File: config.mk
export PLATFORM = sky130hd
export DESIGN_NAME = branch_resolver_flat
export DESIGN_NICKNAME = d
export VERILOG_FILES = /design/src/rtl/bp_pkg.sv /design/src/rtl/branch_resolver_if.sv /design/src/rtl/branch_resolver_pred_queue.sv /design/src/rtl/branch_resolver.sv /design/src/flat_wrapper.sv
export SDC_FILE = /design/constraint.sdc
export NUM_CORES = 1
export LEC_CHECK = 0
export ABC_AREA = 1
export CAP_MARGIN = 25
export CORE_UTILIZATION = 50
export CTS_CLUSTER_SIZE = 14
export DETAILED_ROUTE_END_ITERATION = 8
export PLACE_DENSITY = 0.75
export SLEW_MARGIN = 20
export SYNTH_ARGS = -nofsm -noshare
export SYNTH_HDL_FRONTEND = slang
export SYNTH_SLANG_ARGS = --single-unit
export TNS_END_PERCENT = 50
File: constraint.sdc
create_clock -name clk -period 2.3 [get_ports clk]
set_input_delay 0.345 -clock clk [delete_from_list [all_inputs] [get_ports clk]]
set_output_delay 0.345 -clock clk [all_outputs]
set_load 0.02 [all_outputs]
File: src/rtl/bp_pkg.sv
// Shared definitions for the branch predictor and its resolver: counter state
// encodings, default sizes, queue entry layout and the saturating increment.
package bp_pkg;

    localparam logic [1:0] STRONG_NT = 2'b00;
    localparam logic [1:0] WEAK_NT   = 2'b01;
    localparam logic [1:0] WEAK_T    = 2'b10;
    localparam logic [1:0] STRONG_T  = 2'b11;

    localparam int DEF_DEPTH = 4;
    localparam int DEF_CNT_W = 16;

    typedef struct packed {
        logic pred;
    } q_entry_t;

    // Counters narrower than 32 bits saturate at their own all-ones value.
    function automatic logic [31:0] sat_inc(input logic [31:0] val, input int unsigned width);
        logic [31:0] max_v;
        if (width >= 32'd32) begin
            max_v = 32'hFFFF_FFFF;
        end else begin
            max_v = (32'd1 << width) - 32'd1;
        end
        if (val >= max_v) begin
            sat_inc = max_v;
        end else begin
            sat_inc = val + 32'd1;
        end
    endfunction

endpackage

File: src/rtl/branch_resolver_if.sv
// Issue/predict/resolve bundle between the pipeline, the predictor and the resolver.
interface branch_resolver_if
    import bp_pkg::*;
#(
    parameter int CNT_W = DEF_CNT_W
);
    logic             issue;
    logic             issue_ready;
    logic             request;
    logic             pred_in;
    logic             resolve_valid;
    logic             resolve_taken;
    logic             result;
    logic             taken;
    logic             mispredict;
    logic             full;
    logic             empty;
    logic [CNT_W-1:0] branch_count;
    logic [CNT_W-1:0] miss_count;

    modport master (
        output issue, pred_in, resolve_valid, resolve_taken,
        input  issue_ready, request, result, taken, mispredict, full, empty,
               branch_count, miss_count
    );

    modport slave (
        input  issue, pred_in, resolve_valid, resolve_taken,
        output issue_ready, request, result, taken, mispredict, full, empty,
               branch_count, miss_count
    );
endinterface

File: src/rtl/branch_resolver_pred_queue.sv
// In-order circular queue of outstanding predictions. Allocation and capture are
// separate because the prediction arrives one cycle after the slot is allocated.
module pred_queue
    import bp_pkg::*;
#(
    parameter  int DEPTH = DEF_DEPTH,
    localparam int AW    = $clog2(DEPTH),
    localparam int OW    = AW + 1
) (
    input  logic          clk,
    input  logic          rst_n,
    input  logic          push_i,
    input  logic          pop_i,
    input  logic          flush_i,
    input  logic          cap_en_i,
    input  logic [AW-1:0] cap_idx_i,
    input  logic          cap_pred_i,
    output logic [AW-1:0] wr_ptr_o,
    output logic [AW-1:0] rd_ptr_o,
    output logic          head_pred_o,
    output logic          full_o,
    output logic          empty_o
);
    q_entry_t      mem_q [DEPTH];
    logic [AW-1:0] wr_q, wr_d, rd_q, rd_d;
    logic [OW-1:0] occ_q, occ_d;
    logic          full_q, full_d, empty_q, empty_d;

    // Pointer and occupancy next state; a flush drops everything including the head.
    always_comb begin
        wr_d  = wr_q;
        rd_d  = rd_q;
        occ_d = occ_q;
        if (flush_i) begin
            rd_d  = rd_q + AW'(1'b1);
            wr_d  = rd_q + AW'(1'b1);
            occ_d = '0;
        end else begin
            wr_d  = push_i ? wr_q + AW'(1'b1) : wr_q;
            rd_d  = pop_i ? rd_q + AW'(1'b1) : rd_q;
            occ_d = occ_q + OW'(push_i) - OW'(pop_i);
        end
        full_d  = (occ_d == OW'(DEPTH));
        empty_d = (occ_d == '0);
    end

    // Pointer, occupancy and status registers.
    always_ff @(posedge clk or negedge rst_n) begin
        if (!rst_n) begin
            wr_q    <= '0;
            rd_q    <= '0;
            occ_q   <= '0;
            full_q  <= 1'b0;
            empty_q <= 1'b1;
        end else begin
            wr_q    <= wr_d;
            rd_q    <= rd_d;
            occ_q   <= occ_d;
            full_q  <= full_d;
            empty_q <= empty_d;
        end
    end

    // Late prediction capture; storage contents need no reset.
    always_ff @(posedge clk) begin
        if (cap_en_i) begin
            mem_q[cap_idx_i].pred <= cap_pred_i;
        end
    end

    assign wr_ptr_o    = wr_q;
    assign rd_ptr_o    = rd_q;
    assign head_pred_o = mem_q[rd_q].pred;
    assign full_o      = full_q;
    assign empty_o     = empty_q;
endmodule

File: src/rtl/branch_resolver.sv
// Resolves outstanding branches against their predictions, drives predictor
// training, flags mispredictions with a flush and keeps saturating statistics.
module branch_resolver
    import bp_pkg::*;
#(
    parameter  int DEPTH = DEF_DEPTH,
    parameter  int CNT_W = DEF_CNT_W,
    localparam int AW    = $clog2(DEPTH)
) (
    input  logic                clk,
    input  logic                rst_n,
    branch_resolver_if.slave    bus
);
    logic             full_s, empty_s, q_head_s;
    logic             accept_s, resolve_s, head_pred_s, miss_s;
    logic [AW-1:0]    wr_ptr_s, rd_ptr_s;
    logic             pending_q, pending_d;
    logic [AW-1:0]    pend_idx_q, pend_idx_d;
    logic             result_q, result_d, taken_q, taken_d, mis_q, mis_d;
    logic [CNT_W-1:0] branch_cnt_q, branch_cnt_d, miss_cnt_q, miss_cnt_d;

    assign accept_s    = bus.issue & ~full_s;
    assign resolve_s   = bus.resolve_valid & ~empty_s;
    // Resolving right after issue: the prediction is still on pred_in, not in the queue.
    assign head_pred_s = (pending_q && (pend_idx_q == rd_ptr_s)) ? bus.pred_in : q_head_s;
    assign miss_s      = resolve_s & (head_pred_s ^ bus.resolve_taken);

    pred_queue #(.DEPTH(DEPTH)) u_queue (
        .clk         (clk),
        .rst_n       (rst_n),
        .push_i      (accept_s),
        .pop_i       (resolve_s),
        .flush_i     (miss_s),
        .cap_en_i    (pending_q),
        .cap_idx_i   (pend_idx_q),
        .cap_pred_i  (bus.pred_in),
        .wr_ptr_o    (wr_ptr_s),
        .rd_ptr_o    (rd_ptr_s),
        .head_pred_o (q_head_s),
        .full_o      (full_s),
        .empty_o     (empty_s)
    );

    // Pending capture tracking, training strobes and statistics next state.
    always_comb begin
        pending_d  = 1'b0;
        pend_idx_d = pend_idx_q;
        if (accept_s && !miss_s) begin
            pending_d  = 1'b1;
            pend_idx_d = wr_ptr_s;
        end else begin
            pending_d  = 1'b0;
            pend_idx_d = pend_idx_q;
        end
        result_d     = resolve_s;
        taken_d      = resolve_s & bus.resolve_taken;
        mis_d        = miss_s;
        branch_cnt_d = resolve_s ? CNT_W'(sat_inc(32'(branch_cnt_q), CNT_W)) : branch_cnt_q;
        miss_cnt_d   = miss_s ? CNT_W'(sat_inc(32'(miss_cnt_q), CNT_W)) : miss_cnt_q;
    end

    // Resolver state registers.
    always_ff @(posedge clk or negedge rst_n) begin
        if (!rst_n) begin
            pending_q    <= 1'b0;
            pend_idx_q   <= '0;
            result_q     <= 1'b0;
            taken_q      <= 1'b0;
            mis_q        <= 1'b0;
            branch_cnt_q <= '0;
            miss_cnt_q   <= '0;
        end else begin
            pending_q    <= pending_d;
            pend_idx_q   <= pend_idx_d;
            result_q     <= result_d;
            taken_q      <= taken_d;
            mis_q        <= mis_d;
            branch_cnt_q <= branch_cnt_d;
            miss_cnt_q   <= miss_cnt_d;
        end
    end

    assign bus.issue_ready  = ~full_s;
    assign bus.request      = accept_s;
    assign bus.result       = result_q;
    assign bus.taken        = taken_q;
    assign bus.mispredict   = mis_q;
    assign bus.full         = full_s;
    assign bus.empty        = empty_s;
    assign bus.branch_count = branch_cnt_q;
    assign bus.miss_count   = miss_cnt_q;
endmodule

File: src/flat_wrapper.sv
// flat-port wrapper written by rule: the top's interface ports become plain ports
module branch_resolver_flat import bp_pkg::*;
#(
    parameter  int DEPTH = DEF_DEPTH,
    parameter  int CNT_W = DEF_CNT_W,
    localparam int AW    = $clog2(DEPTH)
)
  (clk, rst_n, bus_issue, bus_pred_in, bus_resolve_valid, bus_resolve_taken, bus_issue_ready, bus_request, bus_result, bus_taken, bus_mispredict, bus_full, bus_empty, bus_branch_count, bus_miss_count);
  branch_resolver_if #(.CNT_W(CNT_W)) bus_i ();
  input  logic clk;
  input  logic rst_n;
  input wire logic [$bits(bus_i.issue)-1:0] bus_issue;
  input wire logic [$bits(bus_i.pred_in)-1:0] bus_pred_in;
  input wire logic [$bits(bus_i.resolve_valid)-1:0] bus_resolve_valid;
  input wire logic [$bits(bus_i.resolve_taken)-1:0] bus_resolve_taken;
  output wire logic [$bits(bus_i.issue_ready)-1:0] bus_issue_ready;
  output wire logic [$bits(bus_i.request)-1:0] bus_request;
  output wire logic [$bits(bus_i.result)-1:0] bus_result;
  output wire logic [$bits(bus_i.taken)-1:0] bus_taken;
  output wire logic [$bits(bus_i.mispredict)-1:0] bus_mispredict;
  output wire logic [$bits(bus_i.full)-1:0] bus_full;
  output wire logic [$bits(bus_i.empty)-1:0] bus_empty;
  output wire logic [$bits(bus_i.branch_count)-1:0] bus_branch_count;
  output wire logic [$bits(bus_i.miss_count)-1:0] bus_miss_count;
  assign bus_i.issue = bus_issue;
  assign bus_i.pred_in = bus_pred_in;
  assign bus_i.resolve_valid = bus_resolve_valid;
  assign bus_i.resolve_taken = bus_resolve_taken;
  assign bus_issue_ready = bus_i.issue_ready;
  assign bus_request = bus_i.request;
  assign bus_result = bus_i.result;
  assign bus_taken = bus_i.taken;
  assign bus_mispredict = bus_i.mispredict;
  assign bus_full = bus_i.full;
  assign bus_empty = bus_i.empty;
  assign bus_branch_count = bus_i.branch_count;
  assign bus_miss_count = bus_i.miss_count;
  branch_resolver #(.DEPTH(DEPTH), .CNT_W(CNT_W)) u_core (.clk(clk), .rst_n(rst_n), .bus(bus_i));
endmodule
==> impl_metrics.json <==
{
  "worst_r2r_path_depth": 8,
  "whs_ps": 30.3,
  "clock_skew_ps": 5.64,
  "portBuffers": 44,
  "core_um2": 5240,
  "dp_hpwl_um": 4070,
  "path_buf_inv": 3,
  "power_switching_mw": 1.39,
  "ios": 45,
  "cts_buffer_depth": 2,
  "postSynth.asyncResetShare_pct": 92.2,
  "r2r_start": "u_core.u_queue.empty_o",
  "cts-root-buf": "clkbuf_8",
  "dieHeight_um": 76.8,
  "synth_edf_count": 4,
  "fmax_ghz": 0.482,
  "syn_nets": 351,
  "antenna_found_initial": 0,
  "postCtsSetupBuffers": 0,
  "max_cap_violations": 0,
  "max_stage_delay_ps": 640,
  "die_width_um": 76.8,
  "fin_crit_sh_pct": 90.2,
  "synth.top_cell.area_share_pct": 41.1,
  "use_met2_pct": 35.7,
  "routed_via_density": 4.93,
  "comb_power_share_pct": 44.7,
  "design_area_um2": 3420,
  "hold_viol": 0,
  "busiest_layer": "met2",
  "crit_fanout": 7,
  "layout_min_cycle_time_ps": 2070,
  "powerDensity_nw_per_um2": 1010,
  "r2r-end": "u_core.u_queue.empty_o",
  "cts.sinks": 51,
  "dieArea_um2": 5900,
  "crit_family": "buffers and inverters",
  "gr-total-overflow": 0,
  "tightestPinTransition_ps": 566,
  "yosysMostFrequentCell": "nand2_1",
  "critPathLaunchType": "primary input",
  "fin_cells": 462,
  "postLayoutCoreUtil_pct": 65.2,
  "cts.htree.levels": 2,
  "first_iter_violations": 93,
  "cp.arrival_ps": 1730,
  "reg2reg_slack_ps": 280,
  "place_ws_ps": 42.4,
  "dr.pass1.iters": 4,
  "internal_power_mw": 2.04,
  "yosysTopAreaCell": "dfrtp_1",
  "power_switching_share_pct": 40.6,
  "remaining_drc_errors": 0,
  "yosys_most_used_dff": "dfrtp_1",
  "start_util_pct": 53.4,
  "vdd_ir_drop_max_mv": 0.846,
  "worstPathCellList": "clkdlybuf4s50_1 -> nand2_1 -> inv_1 -> clkdlybuf4s50_1",
  "synthTopCellsByCount": "86 x nand2_1, 46 x dfrtp_1, 43 x inv_1, 43 x nor2_1, 25 x nand3_1",
  "rsz0062_at_grt": "no",
  "tritoncts": "yes",
  "dpl.cell_count": 454,
  "p_clk_share_pct": 15.3,
  "ctsHoldBuffers": 0,
  "cts.clk_slew.worst_paths_ps": 90,
  "grt_max_degree": 25,
  "status": "finished, final reports clean",
  "p_total_mw": 3.43,
  "netlist_area_um2": 2800,
  "synth_cells": 341,
  "relSlewSlack_pct": 62.3,
  "drtAntennaViolNets": 0,
  "clk_latency_ps": 300,
  "setup_viol": 0,
  "yosys_warnings": 0,
  "synth_cell_types": 34,
  "placement_rows": 26,
  "grt_pass1_vias": 2171,
  "leakagePower_nw": 1.57,
  "ys_ff_latch": 51,
  "place.gp.congestion": 0.838,
  "syn_avg_cell_area_um2": 8.20,
  "slew_viol_final": 0,
  "routed_wl_um": 5450,
  "grt_pass1_wl_um": 9490,
  "cp.required_ps": 1960,
  "fin_tns_setup_ps": 0,
  "wl_per_cell_um": 11.8,
  "via_count": 2278,
  "nets": 401,
  "path_class": "primary input to output port",
  "placed_area_um2": 3330,
  "gr-usage-met3_pct": 5.00,
  "ys_seq_area_share_pct": 46.4,
  "hold_path.class": "primary input to asynchronous set/reset pin",
  "antenna_cells": 0,
  "seq_power_share_pct": 40.0,
  "syn_to_final_growth_pct": 22.1,
  "grt_use_total_pct": 20.1,
  "critPathCaptureType": "output port",
  "crit_top_cell": "clkdlybuf4s50_1",
  "drive_above_1_share_pct": 10.7,
  "met1_usage_pct": 23.7,
  "ctsResizeCount": 0,
  "worst_path_max_delay_cell": "clkdlybuf4s50_1",
  "worst_slack_ps": 226,
  "numCtsBuffers": 5,
  "ys_top_cells_by_area": "dfrtp_1 41%, nand2_1 12%, inv_1 5.8%"
}
## power groups by stage
stage          logic (mW)  clock network [mW]  registers [mW]
2_1_floorplan       0.915                   0            1.50
3_3_place_gp         1.48                   0            1.38
3_5_place_dp         1.53                   0            1.39
4_1_cts              1.55               0.546            1.37
5_1_grt              1.71               0.586            1.41
6_report             1.54               0.524            1.37
## cells in the final DEF, fill, tap and decap left out, types with 4 or more instances in the layout
master / instances
nand2_1: 86
dfrtp_1: 46
inv_1: 43
nor2_1: 43
clkdlybuf4s50_1: 43
nand3_1: 25
o21ai_2: 14
xor2_1: 11
xnor2_1: 10
nor3_1: 10
o21ai_0: 6
clkbuf_8: 6
nand4_1: 4
nor2_2: 4
edfxtp_1: 4
## cell type report
type	instances	area [µm²]
Inverter	44	165
Multi-Input combinational cell	240	1280
Timing Repair Buffer	49	498
Tap cell	70	87.6
Clock buffer	7	86.3
Fill cell	451	1820
Sequential cell	51	1300
Clock inverter	1	3.75
## sequential cells by signal (all words and copies together), names as in the netlist
name / cells
u_core.bus.branch_count: 16
u_core.bus.miss_count: 16
u_core.u_queue.mem_q: 4
u_core.u_queue.occ_q: 3
u_core.pend_idx_q: 2
u_core.u_queue.rd_ptr_o: 2
u_core.u_queue.wr_ptr_o: 2
u_core.bus.mispredict: 1
u_core.bus.result: 1
u_core.bus.taken: 1
u_core.pending_q: 1
u_core.u_queue.empty_o: 1
u_core.u_queue.full_o: 1
## cells by family after synthesis
kind of cell             Yosys count  synth area share (%)
buffers and inverters             50                  7.92
XOR/XNOR                          21                  6.57
flip-flops                        51                  46.4
adder cells (fa/ha/maj)            4                  2.06
AND/OR/NAND/NOR                  186                  29.7
AO/OA/AOI/OAI                     29                  7.33
## layer usage
layer | routed length (µm) | share of wire, %
met2 | 2760 | 51
met1 | 2450 | 45
met4 | 39 | 0.72
met3 | 207 | 3.8
met5 | 0 | 0
## how the worst max path moves through the flow
stage	startpoint	to	slack, ps	cells after the start
2_1_floorplan	u_core.u_queue.empty_o	u_core.u_queue.empty_o	80	9
6_report	bus_issue	bus_request	230	4
5_1_grt	u_core.u_queue.empty_o	u_core.u_queue.empty_o	180	8
4_1_cts	bus_issue	bus_request	230	4
3_3_place_gp	bus_issue	u_core.u_queue.empty_o	180	8
3_5_place_dp	bus_issue	u_core.u_queue.empty_o	40	8
(Power assumes the default switching activity.)
